## config.mk

```make
export PLATFORM = sky130hd
export DESIGN_NAME = multi_lock
export DESIGN_NICKNAME = d
export VERILOG_FILES = /design/src/rtl/ompss_manager_pkg.sv /design/src/rtl/multi_lock.sv
export SDC_FILE = /design/constraint.sdc
export NUM_CORES = 1
export LEC_CHECK = 0
export CELL_PAD_IN_SITES_DETAIL_PLACEMENT = 2
export CELL_PAD_IN_SITES_GLOBAL_PLACEMENT = 2
export CORE_ASPECT_RATIO = 0.75
export CORE_MARGIN = 3
export CORE_UTILIZATION = 30
export CTS_BUF_LIST = sky130_fd_sc_hd__clkbuf_8
export DETAILED_ROUTE_END_ITERATION = 10
export MAX_ROUTING_LAYER = met4
export PLACE_DENSITY = 0.79
export SETUP_SLACK_MARGIN = 0.02
export SLEW_MARGIN = 10
export SYNTH_ARGS = -nofsm -noshare
export SYNTH_HDL_FRONTEND = slang
export SYNTH_SLANG_ARGS = --single-unit
```

## constraint.sdc

```tcl
create_clock -name clk -period 2.42 [get_ports clk]
set_input_delay 0.242 -clock clk [delete_from_list [all_inputs] [get_ports clk]]
set_output_delay 0.242 -clock clk [all_outputs]
set_load 0.005 [all_outputs]
```

## src/rtl/ompss_manager_pkg.sv

```systemverilog
// Shared command/ack encodings for the OmpSs manager blocks.
// Field bounds address bits of the 64-bit command word.
package OmpSsManager;

  localparam int CMD_TYPE_L   = 0;
  localparam int CMD_TYPE_H   = 7;
  localparam int LOCK_ID_L    = 8;
  localparam int LOCK_ID_H    = 15;
  localparam int LOCK_ID_BITS = LOCK_ID_H - LOCK_ID_L + 1;

  localparam logic [CMD_TYPE_H-CMD_TYPE_L:0] CMD_LOCK_CODE   = 8'h04;
  localparam logic [CMD_TYPE_H-CMD_TYPE_L:0] CMD_UNLOCK_CODE = 8'h05;

  localparam logic [7:0] ACK_REJECT_CODE = 8'h00;
  localparam logic [7:0] ACK_OK_CODE     = 8'h01;

endpackage

```

## src/rtl/multi_lock.sv

```systemverilog
// Lock table arbitrating mutual exclusion between accelerators.
// One command per pass; only lock commands produce an ack.
module multi_lock
  import OmpSsManager::*;
#(
  parameter int MAX_ACCS  = 16,
  parameter int NUM_LOCKS = 8,
  localparam int ACC_BITS = $clog2(MAX_ACCS)
) (
  input  logic                clk,
  input  logic                rstn,
  input  logic [63:0]         inStream_TDATA,
  input  logic                inStream_TVALID,
  input  logic [ACC_BITS-1:0] inStream_TID,
  output logic                inStream_TREADY,
  output logic [7:0]          outStream_TDATA,
  output logic                outStream_TVALID,
  input  logic                outStream_TREADY,
  output logic [ACC_BITS-1:0] outStream_TDEST,
  output logic [NUM_LOCKS-1:0] lock_status
);

  localparam int CMD_BITS = CMD_TYPE_H - CMD_TYPE_L + 1;
  localparam int IDX_BITS = (NUM_LOCKS > 1) ? $clog2(NUM_LOCKS) : 1;
  localparam logic [LOCK_ID_BITS:0] NUM_LOCKS_W =
    NUM_LOCKS[LOCK_ID_BITS:0];

  typedef enum logic [1:0] {
    READ_HEADER,
    CHECK_LOCK,
    SEND_ACK
  } state_t;

  state_t state;
  state_t next_state;

  logic [NUM_LOCKS-1:0] held;
  logic [ACC_BITS-1:0]  owner [NUM_LOCKS];
  logic [ACC_BITS-1:0]  acc_id;
  logic [CMD_BITS-1:0]  cmd_type;
  logic [LOCK_ID_BITS-1:0] lock_id;
  logic [7:0]           ack_data;

  logic                 id_ok;
  logic [IDX_BITS-1:0]  idx;
  logic                 is_lock;
  logic                 is_unlock;
  logic                 grant;
  logic                 release_lk;
  logic                 accept;
  logic                 unused_tdata;

  assign unused_tdata = ^inStream_TDATA;

  assign accept    = (state == READ_HEADER) && inStream_TVALID;
  assign id_ok     = {1'b0, lock_id} < NUM_LOCKS_W;
  // Range check uses the full field; only then do the low bits index.
  assign idx       = lock_id[IDX_BITS-1:0];
  assign is_lock   = cmd_type == CMD_LOCK_CODE;
  assign is_unlock = cmd_type == CMD_UNLOCK_CODE;

  always_ff @(posedge clk or negedge rstn) begin
    if (!rstn) begin
      state <= READ_HEADER;
    end else begin
      state <= next_state;
    end
  end

  always_comb begin
    next_state = state;
    grant      = 1'b0;
    release_lk = 1'b0;
    unique case (state)
      READ_HEADER: begin
        if (inStream_TVALID) next_state = CHECK_LOCK;
      end
      CHECK_LOCK: begin
        next_state = READ_HEADER;
        unique case (1'b1)
          is_lock: begin
            next_state = SEND_ACK;
            grant      = id_ok && !held[idx];
          end
          is_unlock: begin
            release_lk = id_ok && held[idx] &&
                         (owner[idx] == acc_id);
          end
          default: ;
        endcase
      end
      SEND_ACK: begin
        if (outStream_TREADY) next_state = READ_HEADER;
      end
      default: next_state = READ_HEADER;
    endcase
  end

  always_comb begin
    inStream_TREADY  = (state == READ_HEADER);
    outStream_TVALID = (state == SEND_ACK);
    outStream_TDATA  = ack_data;
    outStream_TDEST  = acc_id;
    lock_status      = held;
  end

  always_ff @(posedge clk or negedge rstn) begin
    if (!rstn) begin
      held <= '0;
    end else if (grant) begin
      held[idx] <= 1'b1;
    end else if (release_lk) begin
      held[idx] <= 1'b0;
    end
  end

  // Datapath registers carry no reset: they are rewritten before use.
  always_ff @(posedge clk) begin
    if (accept) begin
      acc_id   <= inStream_TID;
      cmd_type <= inStream_TDATA[CMD_TYPE_H:CMD_TYPE_L];
      lock_id  <= inStream_TDATA[LOCK_ID_H:LOCK_ID_L];
    end
    if (state == CHECK_LOCK) begin
      ack_data <= grant ? ACK_OK_CODE : ACK_REJECT_CODE;
    end
    if (grant) begin
      owner[idx] <= acc_id;
    end
  end

endmodule

```

---- Word-level counts from Yosys, hierarchy flattened ----
Memories as Yosys holds them, arrays and structs flattened. A register that Yosys moved wholly into a read port is not among the register bits.
Cells that the tools add are included.
operators by class
  magnitude comparators ................... 3
  equality and inequality tests ........... 7
  multiplexer cells ....................... 18
  bitwise logic cells ..................... 3
  reduce and logical (&&, ||, !) cells .... 9
operators with widths
  operator                                                number
  == test 8 x 3 -> 1 bit (second input constant)          2
  two-way mux 8 bit                                       2
  two-way mux 1 bit                                       9
  bitwise AND 8 bit                                       1
  < comparator 8 x 4 -> 1 bit (second input constant)     1
  inverter 8 bit                                          1
  OR 8 bit                                                1
  two-way mux 2 bit                                       3
  case mux 2 bit (3 select lines)                         1
  logical AND 1 bit                                       5
  == test 4 bit                                           1
  < comparator 3 x 4 -> 1 bit (second input constant)     1
  binary-select mux 1 bit (select 3 bit)                  1
  demux 1 bit (select 3 bit)                              1
  >= comparator 3 x 1 -> 1 bit (second input constant)    1
  two-way mux 3 bit                                       1
  == test 2 x 1 -> 1 bit (second input constant)          1
  == test 2 bit (second input constant)                   1
  zero test 2 bit                                         1
  inequality test 2 x 1 -> 1 bit (second input constant)  1
  inequality test 2 bit (second input constant)           1
  AND reduction 2 bit                                     1
  nonzero test 2 bit                                      1
  zero test 1 bit                                         1
storage, ports and cells
  flip-flop bits (word level) ............. 38
  memory bits (writable) .................. 32
  bits of input ports ..................... 72
  output and inout bits ................... 22
  memories kept ........................... 1
memory list
  memory  words  bits a word  rd ports  clocked after memory_dff  write ports  RTL line          source
  owner   8      4            1         1                         1            multi_lock.sv:38  logic [ACC_BITS-1:0] owner [NUM_LOCKS];

---- Depth between registers and ports, before layout ----
Gate-level depths: netlist of run 1.
  word-level depth ........................ 8
  mapped depth ............................ 8

---- Worst setup path before layout of run 1 ----
OpenSTA, ideal clock, no wires.
  kind .................................... flip-flop to flip-flop
  start ................................... register cmd_type[1]
  end ..................................... memory owner[6][0] (netlist bit) (enable)
  setup time .............................. 368 ps
  arrival time ............................ 1784 ps
  data required time ...................... 2052 ps
  slack ................................... 268 ps
  cell stages (with the launch flop) ...... 6
  buffers on the path ..................... 0
  cells stage by stage .................... edfxtp_1 > nor4b_1 > nand3_1 > or3_1 > or2_2 > nor3_1
between the ends
  cells in the longest elaborated chain, start to end .. 5
ends and longest elaborated chain
  what                                     RTL line           source
  start, declared                          multi_lock.sv:40   logic [CMD_BITS-1:0] cmd_type;
  start signal, assigned                   multi_lock.sv:121  cmd_type <= inStream_TDATA[CMD_TYPE_H:CMD_TYPE_L];
  == test 8 x 3 -> 1 bit                   multi_lock.sv:59   assign is_lock = cmd_type == CMD_LOCK_CODE;
  two-way mux 1 bit                        multi_lock.sv:80   unique case (1'b1)
  two-way mux 1 bit                        multi_lock.sv:74   unique case (state)
  two-way mux 1 bit                        multi_lock.sv:127  if (grant) begin
  two-way mux 1 bit (implied by the code)  multi_lock.sv:128  owner[idx] <= acc_id;
  end, declared                            multi_lock.sv:38
No other way between the ends.

==> results of run 1 <==
-- metal layers --
metal	vias to the layer above	routed length [µm]	GRT usage
met5	-	0	-
met3	10	261	0.04101
met4	0	85	0.04742
li1	738	-	-
met2	45	3844	0.2559
met1	862	3195	0.2025
-- cells by family (layout without fill, tap and decap cells) --
| logic type | Yosys count | count (layout) | share of synthesized area |
|---|---|---|---|
| AOI/OAI and AO/OA | 14 | 14 | 0.04005 |
| xor gates and xnor gates | 4 | 4 | 0.01289 |
| buffers and inverters | 14 | 76 | 0.04144 |
| DFF | 66 | 66 | 0.6998 |
| muxes | 22 | 22 | 0.1169 |
| other | 1 | 7 | 0.001380 |
| and+or+nand+nor | 40 | 40 | 0.08749 |
-- final timing paths --
| check | from | end | slack (ns) | cells past startpoint |
|---|---|---|---|---|
| setup / recovery | flip-flop | flip-flop | 0.10 | 7 |
| hold / removal | rstn | asynchronous set/reset pin | 0.25 | 1 |
| setup reg to reg | flip-flop | flip-flop | 0.10 | 7 |
| hold reg to reg | cmd_type[0] | state[1] | 0.57 | 1 |
| max in group asynchronous | rstn | asynchronous set/reset pin | 1.80 | 1 |
| min in group clk | inStream_TDATA[6] | cmd_type[6] | 0.45 | 1 |
-- power groups by stage --
stage	registers [mW]	logic [mW]	clock network (mW)
3_5_place_dp	1.31	0.183	0
5_1_grt	1.29	0.221	1.09
4_1_cts	1.29	0.189	1.04
6_report	1.29	0.205	1.02
3_3_place_gp	1.31	0.175	0
2_1_floorplan	1.30	0.108	0
-- area by class of cell --
type | instances | area (µm²)
fillers | 820 | 4952
well taps | 108 | 135.1
clock buffers | 10 | 137.6
inverters | 2 | 7.507
clock inverters | 6 | 81.33
multi-input cells | 87 | 877.1
repair buffers | 58 | 543.0
flip-flops and latches | 66 | 1902
-- placed cells by master, fill, tap and decap left out, types with 3 or more instances in the layout --
cell,n
dfxtp_1,3
o31ai_1,3
nor3_2,8
buf_4,19
nand2_1,5
mux2i_1,13
conb_1,7
mux4_2,5
inv_1,3
edfxtp_1,53
nor3_1,3
nand2b_1,7
clkdlybuf4s50_1,38
dfrtp_1,10
xor2_2,3
o41ai_2,4
clkbuf_8,10
-- repair_timing --
action                     in CTS  in global routing
resized for setup               9                 15
pin swaps                       0                  5
buffers inserted                0                  3
setup endpoints to repair      16                 37
-- worst max-delay path, cell delays in order, from the launching register on --
cell and delay (ns):
dfxtp_1 0.36, buf_12 0.17, mux2i_1 0.11, mux4_2 0.51, xor2_2 0.20, nand4_4 0.25, o41ai_2 0.44, o31ai_1 0.14
==> impl_metrics.toml, run 1 <==
[outcome]
status = "completed"

[power_and_ir_drop]
clkPwrFrac = 0.406
leakage_nw = 1.322
swShare = 0.2199
p_per_area_mw_per_mm2 = 682.7
netSwitchingPower_uw = 553.1
irDropWorstVdd_mv = 0.4540
p_int_mw = 1.962
power_frac_seq = 0.512
p_total_mw = 2.515
p_comb_frac = 0.082

[placement]
dpl_cell_area_mm2 = 0.003291
place_ws_ns = -0.07381
dpl.hpwl_um = 4887
place_congestion = 0.7356
io_buffer_count = 38
dp_cells = 318

[logic_synthesis]
synth_edf_count = 53
synth_area_leaders = "edfxtp_1 (59%), dfrtp_1 (9.2%), mux2i_1 (4.8%), mux4_2 (4.1%), dfxtp_1 (2.2%)"
yosysSeqAreaShare = 0.6998
synthesis.area_mm2 = 0.002718
syn_inst = 161
ys_types = 37
yosysWarnings = 0
yosysTopAreaCellShare = 0.5856
synth_flop_cell = "edfxtp_1"
syn_area_per_cell_um2 = 16.88
synth.most_common_cell = "edfxtp_1"
ys_seq_elements = 66
synth_common_cells = "edfxtp_1 (53), mux2i_1 (13), nor3_1 (11)"
synth-async-reset-ratio = 0.1515
synth_area_leader_cell = "edfxtp_1"

[clocking]
cts_hold_buf = 0
cts.sinks = 66
clkLatencyLatePin_ns = 0.34
cts-root-buf = "clkbuf_8"
cts_tree = "done"
cts_htree_levels = 3
clk_pin_slew_ns = 0.07
numCtsBuffers = 9
clk_path_buf_depth = 2

[floorplanning]
die-area_mm2 = 0.01025
die_x_um = 115.9
num_rows = 29
ios = 94
start_util = 0.3147
die_y_um = 88.43
coreArea_mm2 = 0.008636

[timing]
final-setup-viol-count = 0
hold-worst-slack_ns = 0.2529
hold_viol_final = 0
relSlewSlack = 0.5018
finalSetupTns_ns = 0
max_slew.worst_pin.slew_ns = 0.7437
fin_ws_ns = 0.1002
min_period_over_period = 0.9586
fmax_ghz = 0.4311
skew_ns = 0.006985
period_minus_slack_ns = 2.320
slew_violations = 0

[cells_and_area]
antenna_cells = 0
post-route-util = 0.4265
final_cell_area_mm2 = 0.003684
drive_gt1_frac = 0.2882
layout.cells.non_filler = 337
syn_to_final_growth_pct = 35.54
layout.nets = 296

[worst_setup_path]
startpoint_type = "flip-flop"
crit_arrival_ns = 2.53
cp_data_required_time_ns = 2.63
critPathKind = "flip-flop to flip-flop"
crit_path_end_kind = "flip-flop"
path_max_fanout = 14

[detailed_routing]
routed_wl_um = 7386
drtIter0Drc = 65
drtPass1Iterations = 4
drc = 0
via_per_inst = 4.911
num_vias = 1655
antenna_left = 0
wire_per_inst_um = 21.92

[grt]
grt_max_degree = 20
track_usage = 0.1600
antenna_found_initial = 0
grt_pass1_vias = 1875
grt_pass1_wl_um = 11360
grt_overflow = 0

[min_path]
holdCritPathClass = "input port to asynchronous set/reset pin"

[run]
cap_violations = 0
Note: power is estimated with default switching activity, not from simulation.
==> run 2, diff against run 1 <==
Settings changed: HOLD_SLACK_MARGIN set to 0.1.
==> results of run 2 <==
The final DEF is identical to that of run 1; final timing and power are the same.
